$ cat src/rtl/router_pkg.sv
// rtl/router_pkg.sv - shared constants for the 1x3 router datapath.
package router_pkg;
   localparam int DATA_W      = 8;
   localparam int FIFO_DEPTH  = 16;
   localparam int FIFO_ADDR_W = 4;
   localparam int PKT_CNT_W   = 7;
   // Header byte layout: payload length lives in bits [LEN_MSB:LEN_LSB].
   localparam int LEN_MSB     = 7;
   localparam int LEN_LSB     = 2;
endpackage

$ cat src/rtl/router_fifo_if.sv
// rtl/router_fifo_if.sv - write/read/flush bundle between router_sync, client and router_fifo.
interface router_fifo_if #(parameter int WIDTH = router_pkg::DATA_W);
   logic             soft_reset;
   logic             write_enb;
   logic             read_enb;
   logic             lfd_state;
   logic [WIDTH-1:0] data_in;
   logic [WIDTH-1:0] data_out;
   logic             full;
   logic             empty;

   modport master (
      output soft_reset, write_enb, read_enb, lfd_state, data_in,
      input  data_out, full, empty
   );

   modport slave (
      input  soft_reset, write_enb, read_enb, lfd_state, data_in,
      output data_out, full, empty
   );
endinterface

$ cat src/rtl/router_fifo.sv
// rtl/router_fifo.sv - per-port output buffer; stores header-tagged bytes and tracks the
// remaining length of the packet being read so data_out returns to 0 between packets.
module router_fifo
   import router_pkg::*;
#(
   parameter int WIDTH  = DATA_W,
   parameter int DEPTH  = FIFO_DEPTH,
   parameter int ADDR_W = FIFO_ADDR_W
) (
   input logic         clock,
   input logic         resetn,
   router_fifo_if.slave bus
);

   logic [ADDR_W:0]    r_wr_ptr;
   logic [ADDR_W:0]    r_rd_ptr;
   logic [WIDTH-1:0]   r_mem [DEPTH];
   logic [DEPTH-1:0]   r_tag;
   logic [PKT_CNT_W-1:0] r_pkt_cnt;
   logic [WIDTH-1:0]   r_data_out;

   logic               w_full;
   logic               w_empty;
   logic               w_wr_acc;
   logic               w_rd_acc;
   logic               w_rd_tag;
   logic [WIDTH-1:0]   w_rd_data;
   logic [PKT_CNT_W-1:0] w_hdr_cnt;

   assign w_full  = (r_wr_ptr[ADDR_W] != r_rd_ptr[ADDR_W]) &&
                    (r_wr_ptr[ADDR_W-1:0] == r_rd_ptr[ADDR_W-1:0]);
   assign w_empty = (r_wr_ptr == r_rd_ptr);

   // Flush outranks both ports in the same cycle.
   assign w_wr_acc = bus.write_enb && !w_full  && !bus.soft_reset;
   assign w_rd_acc = bus.read_enb  && !w_empty && !bus.soft_reset;

   assign w_rd_tag  = r_tag[r_rd_ptr[ADDR_W-1:0]];
   assign w_rd_data = r_mem[r_rd_ptr[ADDR_W-1:0]];
   // Payload length plus the trailing parity byte.
   assign w_hdr_cnt = PKT_CNT_W'(w_rd_data[WIDTH-1:LEN_LSB]) + PKT_CNT_W'(1);

   always_ff @(posedge clock or negedge resetn) begin
      if (!resetn) begin
         r_wr_ptr   <= '0;
         r_rd_ptr   <= '0;
         r_pkt_cnt  <= '0;
         r_data_out <= '0;
         r_tag      <= '0;
      end else if (bus.soft_reset) begin
         r_wr_ptr   <= '0;
         r_rd_ptr   <= '0;
         r_pkt_cnt  <= '0;
         r_data_out <= '0;
         r_tag      <= '0;
      end else begin
         if (w_wr_acc) begin
            r_wr_ptr                     <= r_wr_ptr + (ADDR_W+1)'(1);
            r_tag[r_wr_ptr[ADDR_W-1:0]] <= bus.lfd_state;
         end
         if (w_rd_acc) begin
            r_rd_ptr   <= r_rd_ptr + (ADDR_W+1)'(1);
            r_data_out <= w_rd_data;
            if (w_rd_tag)
               r_pkt_cnt <= w_hdr_cnt;
            else if (r_pkt_cnt != '0)
               r_pkt_cnt <= r_pkt_cnt - PKT_CNT_W'(1);
         end else if (r_pkt_cnt == '0) begin
            r_data_out <= '0;
         end
      end
   end

   always_ff @(posedge clock) begin
      if (w_wr_acc)
         r_mem[r_wr_ptr[ADDR_W-1:0]] <= bus.data_in;
   end

   assign bus.data_out = r_data_out;
   assign bus.full     = w_full;
   assign bus.empty    = w_empty;

endmodule

$ cat src/flat_wrapper.sv
// flat-port wrapper written by rule: the top's interface ports become plain ports
module router_fifo_flat import router_pkg::*;
#(
   parameter int WIDTH  = DATA_W,
   parameter int DEPTH  = FIFO_DEPTH,
   parameter int ADDR_W = FIFO_ADDR_W
)
  (clock, resetn, bus_soft_reset, bus_write_enb, bus_read_enb, bus_lfd_state, bus_data_in, bus_data_out, bus_full, bus_empty);
  router_fifo_if #(.WIDTH(WIDTH)) bus_i ();
  input logic clock;
  input logic resetn;
  input wire logic [$bits(bus_i.soft_reset)-1:0] bus_soft_reset;
  input wire logic [$bits(bus_i.write_enb)-1:0] bus_write_enb;
  input wire logic [$bits(bus_i.read_enb)-1:0] bus_read_enb;
  input wire logic [$bits(bus_i.lfd_state)-1:0] bus_lfd_state;
  input wire logic [$bits(bus_i.data_in)-1:0] bus_data_in;
  output wire logic [$bits(bus_i.data_out)-1:0] bus_data_out;
  output wire logic [$bits(bus_i.full)-1:0] bus_full;
  output wire logic [$bits(bus_i.empty)-1:0] bus_empty;
  assign bus_i.soft_reset = bus_soft_reset;
  assign bus_i.write_enb = bus_write_enb;
  assign bus_i.read_enb = bus_read_enb;
  assign bus_i.lfd_state = bus_lfd_state;
  assign bus_i.data_in = bus_data_in;
  assign bus_data_out = bus_i.data_out;
  assign bus_full = bus_i.full;
  assign bus_empty = bus_i.empty;
  router_fifo #(.WIDTH(WIDTH), .DEPTH(DEPTH), .ADDR_W(ADDR_W)) u_core (.clock(clock), .resetn(resetn), .bus(bus_i));
endmodule
$ cat config.mk
export PLATFORM = sky130hd
export DESIGN_NAME = router_fifo_flat
export DESIGN_NICKNAME = d
export VERILOG_FILES = /design/src/rtl/router_pkg.sv /design/src/rtl/router_fifo_if.sv /design/src/rtl/router_fifo.sv /design/src/flat_wrapper.sv
export SDC_FILE = /design/constraint.sdc
export NUM_CORES = 1
export LEC_CHECK = 0
export ABC_AREA = 1
export CAP_MARGIN = 10
export CELL_PAD_IN_SITES_DETAIL_PLACEMENT = 2
export CELL_PAD_IN_SITES_GLOBAL_PLACEMENT = 2
export CORE_ASPECT_RATIO = 0.75
export CORE_MARGIN = 4
export CORE_UTILIZATION = 30
export DETAILED_ROUTE_END_ITERATION = 6
export PLACE_DENSITY_LB_ADDON = 0.1
export SLEW_MARGIN = 5
export SYNTH_ARGS = -nofsm -noshare
export SYNTH_HDL_FRONTEND = slang
export SYNTH_SLANG_ARGS = --single-unit
$ cat constraint.sdc
create_clock -name clock -period 1.9 [get_ports clock]
set_clock_uncertainty 0.1 [all_clocks]
set_input_delay 0.57 -clock clock [delete_from_list [all_inputs] [get_ports clock]]
set_output_delay 0.57 -clock clock [all_outputs]
set_load 0.02 [all_outputs]
Word level (Yosys, flattened, before mapping)
Memory sizes are Yosys's and may differ from the RTL's.
Index checks and enable logic that the tools add are counted.
{"block": "word_totals", "input_bits": 14, "regBits": 41, "mem_count": 1, "ram_bits": 128, "output_inout_bits": 10}
{"block": "classes", "muxes": 20, "reduce_logical": 16, "n_lt_le_gt_ge": 3, "n_addsub": 4, "n_eq_ne": 3}
{"name": "u_core.r_mem", "words": 16, "word_bits": 8, "read_ports": 1, "rd_ports_with_merged_regs": 0, "wr": 1, "line_no": "router_fifo.sv:17", "text": "logic [WIDTH-1:0] r_mem [DEPTH];"}
{"cell": "16-bit two-way mux", "n": 2}
{"cell": "7-bit two-way mux", "n": 4}
{"cell": "8-bit two-way mux", "n": 3}
{"cell": "5-bit two-way mux", "n": 4}
{"cell": "16-bit bitwise mux", "n": 1}
{"cell": "5-bit by 1-bit adder with 5-bit output (second input constant)", "n": 2}
{"cell": "4-bit by 5-bit < comparator with 1-bit output (second input constant)", "n": 2}
{"cell": "6-bit by 1-bit adder with 7-bit output (second input constant)", "n": 1}
{"cell": "7-bit logical NOT", "n": 1}
{"cell": "7-bit nonzero test", "n": 1}
{"cell": "7-bit by 1-bit subtractor with 7-bit output (second input constant)", "n": 1}
{"cell": "1-bit logical AND", "n": 6}
{"cell": "3-bit nonzero test", "n": 2}
{"cell": "5-bit equality test", "n": 1}
{"cell": "1-bit binary-select mux with 4-bit select", "n": 1}
{"cell": "1-bit demux with 4-bit select", "n": 1}
{"cell": "4-bit equality test", "n": 1}
{"cell": "4-bit by 1-bit >= comparator with 1-bit output (second input constant)", "n": 1}
{"cell": "1-bit two-way mux", "n": 4}
{"cell": "2-bit nonzero test", "n": 2}
{"cell": "1-bit logical NOT", "n": 3}
{"cell": "2-bit AND reduction", "n": 1}
{"cell": "1-bit inequality test", "n": 1}

Longest topological paths before layout
{"block": "depth", "ltp_word": 7, "depth_mapped": 18, "mapped_depth_nobuf": 16}

Worst setup path after synthesis
Ideal clock, no wire load.
{"block": "synth_timing", "kind": "register to register", "start": "register u_core.r_rd_ptr[0]", "end": "memory u_core.r_mem[15][0] in the netlist's numbering (enable)", "arrival_ns": 1.552, "setup_slack_ns": -0.122, "stages_incl_launch_ff": 10, "synth_period_minus_slack_ns": 2.022, "setup_time_ns": 0.370, "t_required_ns": 1.430, "cell_sequence": "dfrtp_1 -> buf_6 -> xor2_1 -> a21oi_2 -> nand3_2 -> nand2_2 -> buf_6 -> nor2_4 -> nand2_1 -> nor2_1"}
{"block": "synth_between", "elab_chain_cells": 7}
{"item": "start, declared", "line_no": "router_fifo.sv:16", "text": "logic [ADDR_W:0] r_rd_ptr;"}
{"item": "start signal, assigned", "line_no": "router_fifo.sv:62", "text": "r_rd_ptr <= r_rd_ptr + (ADDR_W+1)'(1);"}
{"item": "4-bit equality test", "line_no": "router_fifo.sv:31", "text": "(r_wr_ptr[ADDR_W-1:0] == r_rd_ptr[ADDR_W-1:0]);"}
{"item": "1-bit logical AND", "line_no": "router_fifo.sv:30", "text": "assign w_full = (r_wr_ptr[ADDR_W] != r_rd_ptr[ADDR_W]) &&"}
{"item": "1-bit logical NOT", "line_no": "router_fifo.sv:35", "text": "assign w_wr_acc = bus.write_enb && !w_full && !bus.soft_reset;"}
{"item": "1-bit logical AND (2 in a row)", "line_no": "router_fifo.sv:35"}
{"item": "1-bit two-way mux", "line_no": "router_fifo.sv:75", "text": "if (w_wr_acc)"}
{"item": "1-bit two-way mux (not written as such)", "line_no": "router_fifo.sv:76", "text": "r_mem[r_wr_ptr[ADDR_W-1:0]] <= bus.data_in;"}
{"item": "end, declared", "line_no": "router_fifo.sv:17"}
Every way passes these cells.

Worst setup path after layout
{"block": "layout_timing", "start": "register u_core.r_rd_ptr[2]", "end": "output port bus_empty"}
{"block": "layout_between", "elab_chain_cells": 1}
{"item": "5-bit equality test", "line_no": "router_fifo.sv:32", "text": "assign w_empty = (r_wr_ptr == r_rd_ptr);"}
{"item": "end, declared", "line_no": "flat_wrapper.sv:19", "text": "output wire logic [$bits(bus_i.empty)-1:0] bus_empty;"}
Every way passes these cells.

==> impl_metrics.yaml <==
min_path:
  hp-class: "flip-flop to flip-flop"
  hold_start: "u_core.bus.data_out[0]"
  hold_end: "u_core.bus.data_out[0]"
  worstHoldPathCells: 2
floorplanning:
  start_util_pct: 30.6
  dieArea_mm2: 0.0293
  ios: 24
  placementRows: 51
  die_w_um: 196
  fp.dieH_um: 149
  core-area_mm2: 0.0261
synth:
  synth_cell_types: 36
  yosysWarnings: 0
  yosysTopAreaCellShare_pct: 48.2
  synth_cells: 819
  yosysTopAreaCell: "edfxtp_1"
  async_flop_share_pct: 24.3
  ys_ff_latch: 169
  synth_edf_count: 128
  ys.flop_type: "edfxtp_1"
  synth_most_common_cell: "nand2_1"
  synth.avg_cell_area_um2: 9.74
  synth_common_cells: "nand2_1 (226), edfxtp_1 (128), inv_1 (105)"
  synth_area_leaders: "edfxtp_1 (48%), dfrtp_1 (13%), nand2_1 (11%)"
  syn-cell-area_mm2: 0.00798
  ys_seq_area_share_pct: 61.0
  syn_nets: 840
cells_and_area:
  n_antenna_cell: 0
  area.growth.synth_to_final_pct: 46.0
  seq_area_mm2: 0.00487
  fin_nets: 992
  drive_above_1_share_pct: 37.4
  multi_input_area_mm2: 0.00322
  num-fill-cells: 2709
timing:
  slew_viol_final: 0
  setup_ws_ns: -0.392
  fin_crit_ns: 2.29
  relSlewSlack_pct: 64.7
  rsz0062_at_grt: "true"
  period_share_pct: 121
  hold_violations: 0
  fmax_mhz: 436
  worst_pin_slew_ns: 0.530
  finalSetupTns_ns: -44.06
  setup_violations: 166
worst_setup_path:
  r2r_end: "u_core.r_mem[11][4]"
  r2r_slack_ns: -0.36
  r2r_start: "u_core.r_rd_ptr[2]"
  rr_worst_depth: 11
  crit_top_cell: "inv_2"
  cp_slowest_cell: "dfrtp_1"
  max_stage_delay_ns: 0.42
  cp.required_ns: 1.23
  critical-path-top-delay-family: "flip-flops"
  startpoint_type: "flip-flop"
  end_kind: "output pin"
  worstPathCellList: "inv_2 > nor2_1 > nor3_2 > buf_4 > nand3_4 > inv_2 > buf_6"
  worst-path-buf-inv: 4
  crit_fanout: 3
  critPathArrivalTime_ns: 1.62
  criticalPathCategory: "flip-flop to output pin"
pwr:
  power_density_mw_per_mm2: 945
  peakVddDrop_mv: 0.675
  p_leak_nw: 4.86
  power.total_w: 0.0110
detailed_routing:
  vias: 6499
  drt-total-wl_um: 31100
  drt-initial-drc-count: 331
  viasPerCell: 4.89
  drtAntennaViolNets: 0
  drc: 0
  drt_pass1_iterations: 5
  wl_per_cell_um: 23.4
placed_design:
  place_ws_ns: -0.380
  io_buffers: 23
  gpl.final_weighted_congestion: 0.810
  dp_hpwl_um: 18400
clock_network:
  clockRootBuffer: "clkbuf_16"
  insertion_delay_ns: 0.44
  cts.path.max_buffers: 2
  cts.sinks: 169
  numCtsBuffers: 17
  tritoncts: "built"
  ctsHtreeMaxLevel: 4
  clk_pin_slew_ns: 0.07
grt:
  grt_pass1_vias: 7103
  grt_pass1_wl_um: 44400
  overflow: 0
  grt_max_degree: 33
  grt_antenna_before_repair: 0
  grtUsageTotal_pct: 20.3
run_status:
  failed_checks: "negative setup slack"
  outcome: "finished, violations left"
run:
  max_cap_viol_count: 0
[cell families after synthesis]
| logic type | Yosys count | share of synthesized area [%] |
|---|---|---|
| buf+inv | 147 | 8.64 |
| flops | 169 | 61.0 |
| simple gates | 372 | 20.4 |
| fa+ha+maj | 7 | 1.10 |
| compound gates | 116 | 7.96 |
| xor+xnor | 8 | 0.878 |
[through the flow]
| stage | utilization, % | std cells | hold WS [ns] | area [um2] |
|---|---|---|---|---|
| final | 44.6 | 1328 | 0.385 | 11600 |
| after floorplan | - | 819 | 0.174 | 8000 |
| after global placement | 35.7 | 1243 | 0.364 | 9310 |
| after detailed placement | 35.7 | 1243 | 0.392 | 9310 |
| after CTS | 41.5 | 1306 | 0.403 | 10800 |
| after global routing | 44.6 | 1328 | 0.422 | 11600 |
[layout by cell type (no fill, tap or decap), drive strengths merged]
cell           count
a32o               3
o31ai              2
dlygate4sd3        1
o211ai             2
a221oi             2
o21bai             1
edfxtp           128
clkbuf            28
a22o               1
nand3             58
o22ai              2
xnor2              4
nor3               6
a22oi              3
clkinv             6
nand2            232
dlygate4sd2        8
buf              139
o21a               1
xor2               4
bufinv             2
dfrtp             41
nor2              76
a21oi             27
inv              116
ha                 7
o21ai             72
clkdlybuf4s50     12
[worst reg2reg max path, delay by kind of cell (launching register included)]
| family | cells | cell delay, ns |
|---|---|---|
| simple gates | 6 | 0.66 |
| flops | 1 | 0.42 |
| buf+inv | 5 | 0.78 |
[routing by layer]
layer	part of all wire [%]	GRT usage (%)	vias to the layer above	wire (um)
met5	0	0	-	0
met4	1.1	3.80	0	357
met3	3.2	3.41	28	993
met2	50	33.9	94	15500
met1	46	28.3	3391	14200
li1	-	-	2986	-
[flip-flops by register name, indices dropped and copies added, names as in the netlist]
signal               cells
u_core.r_wr_ptr          5
u_core.r_tag            16
u_core.r_pkt_cnt         7
u_core.r_rd_ptr          5
u_core.bus.data_out      8
u_core.r_mem           128
[layout make-up]
type / instances / area share (%)
flip-flops and latches: 169 / 41.8
multi-input cells: 503 / 27.6
repair buffers: 165 / 17.2
clock buffers: 23 / 4.48
inverters: 113 / 4.22
well taps: 344 / 3.69
clock inverters: 9 / 0.698
repair inverters: 2 / 0.236
[repair_timing]
item                       4_1_cts  5_1_grt
hold buffers                     1        0
setup buffers                   19       22
hold endpoints to repair        15        0
pin swaps                       31       65
gates cloned                    11        6
setup endpoints to repair      175      171
gates resized for setup        165      171
[worst max-delay path by stage]
| stage | from | endpoint | slack [ns] | cells past startpoint |
|---|---|---|---|---|
| finish | u_core.r_rd_ptr[2] | bus_empty | -0.39 | 7 |
| global route | u_core.r_rd_ptr[2] | bus_full | -0.47 | 7 |
| CTS | u_core.r_rd_ptr[3] | bus_full | -0.43 | 6 |
| detailed placement | bus_write_enb | u_core.r_mem[9][3] | -0.38 | 6 |
| global placement | u_core.r_rd_ptr[0] | bus_empty | -0.31 | 5 |
| floorplan | u_core.r_rd_ptr[0] | u_core.r_mem[0][0] | -0.06 | 8 |
[report_power, final]
part | total (W) | switching, W | leakage (nW) | internal [W]
sequential | 0.00416 | 0.0000860 | 1.72 | 0.00408
clock | 0.00363 | 0.00156 | 0.304 | 0.00208
combinational | 0.00321 | 0.00180 | 2.84 | 0.00141
total | 0.0110 | 0.00344 | 4.86 | 0.00757
No activity file was read; power rests on OpenSTA's default activity.
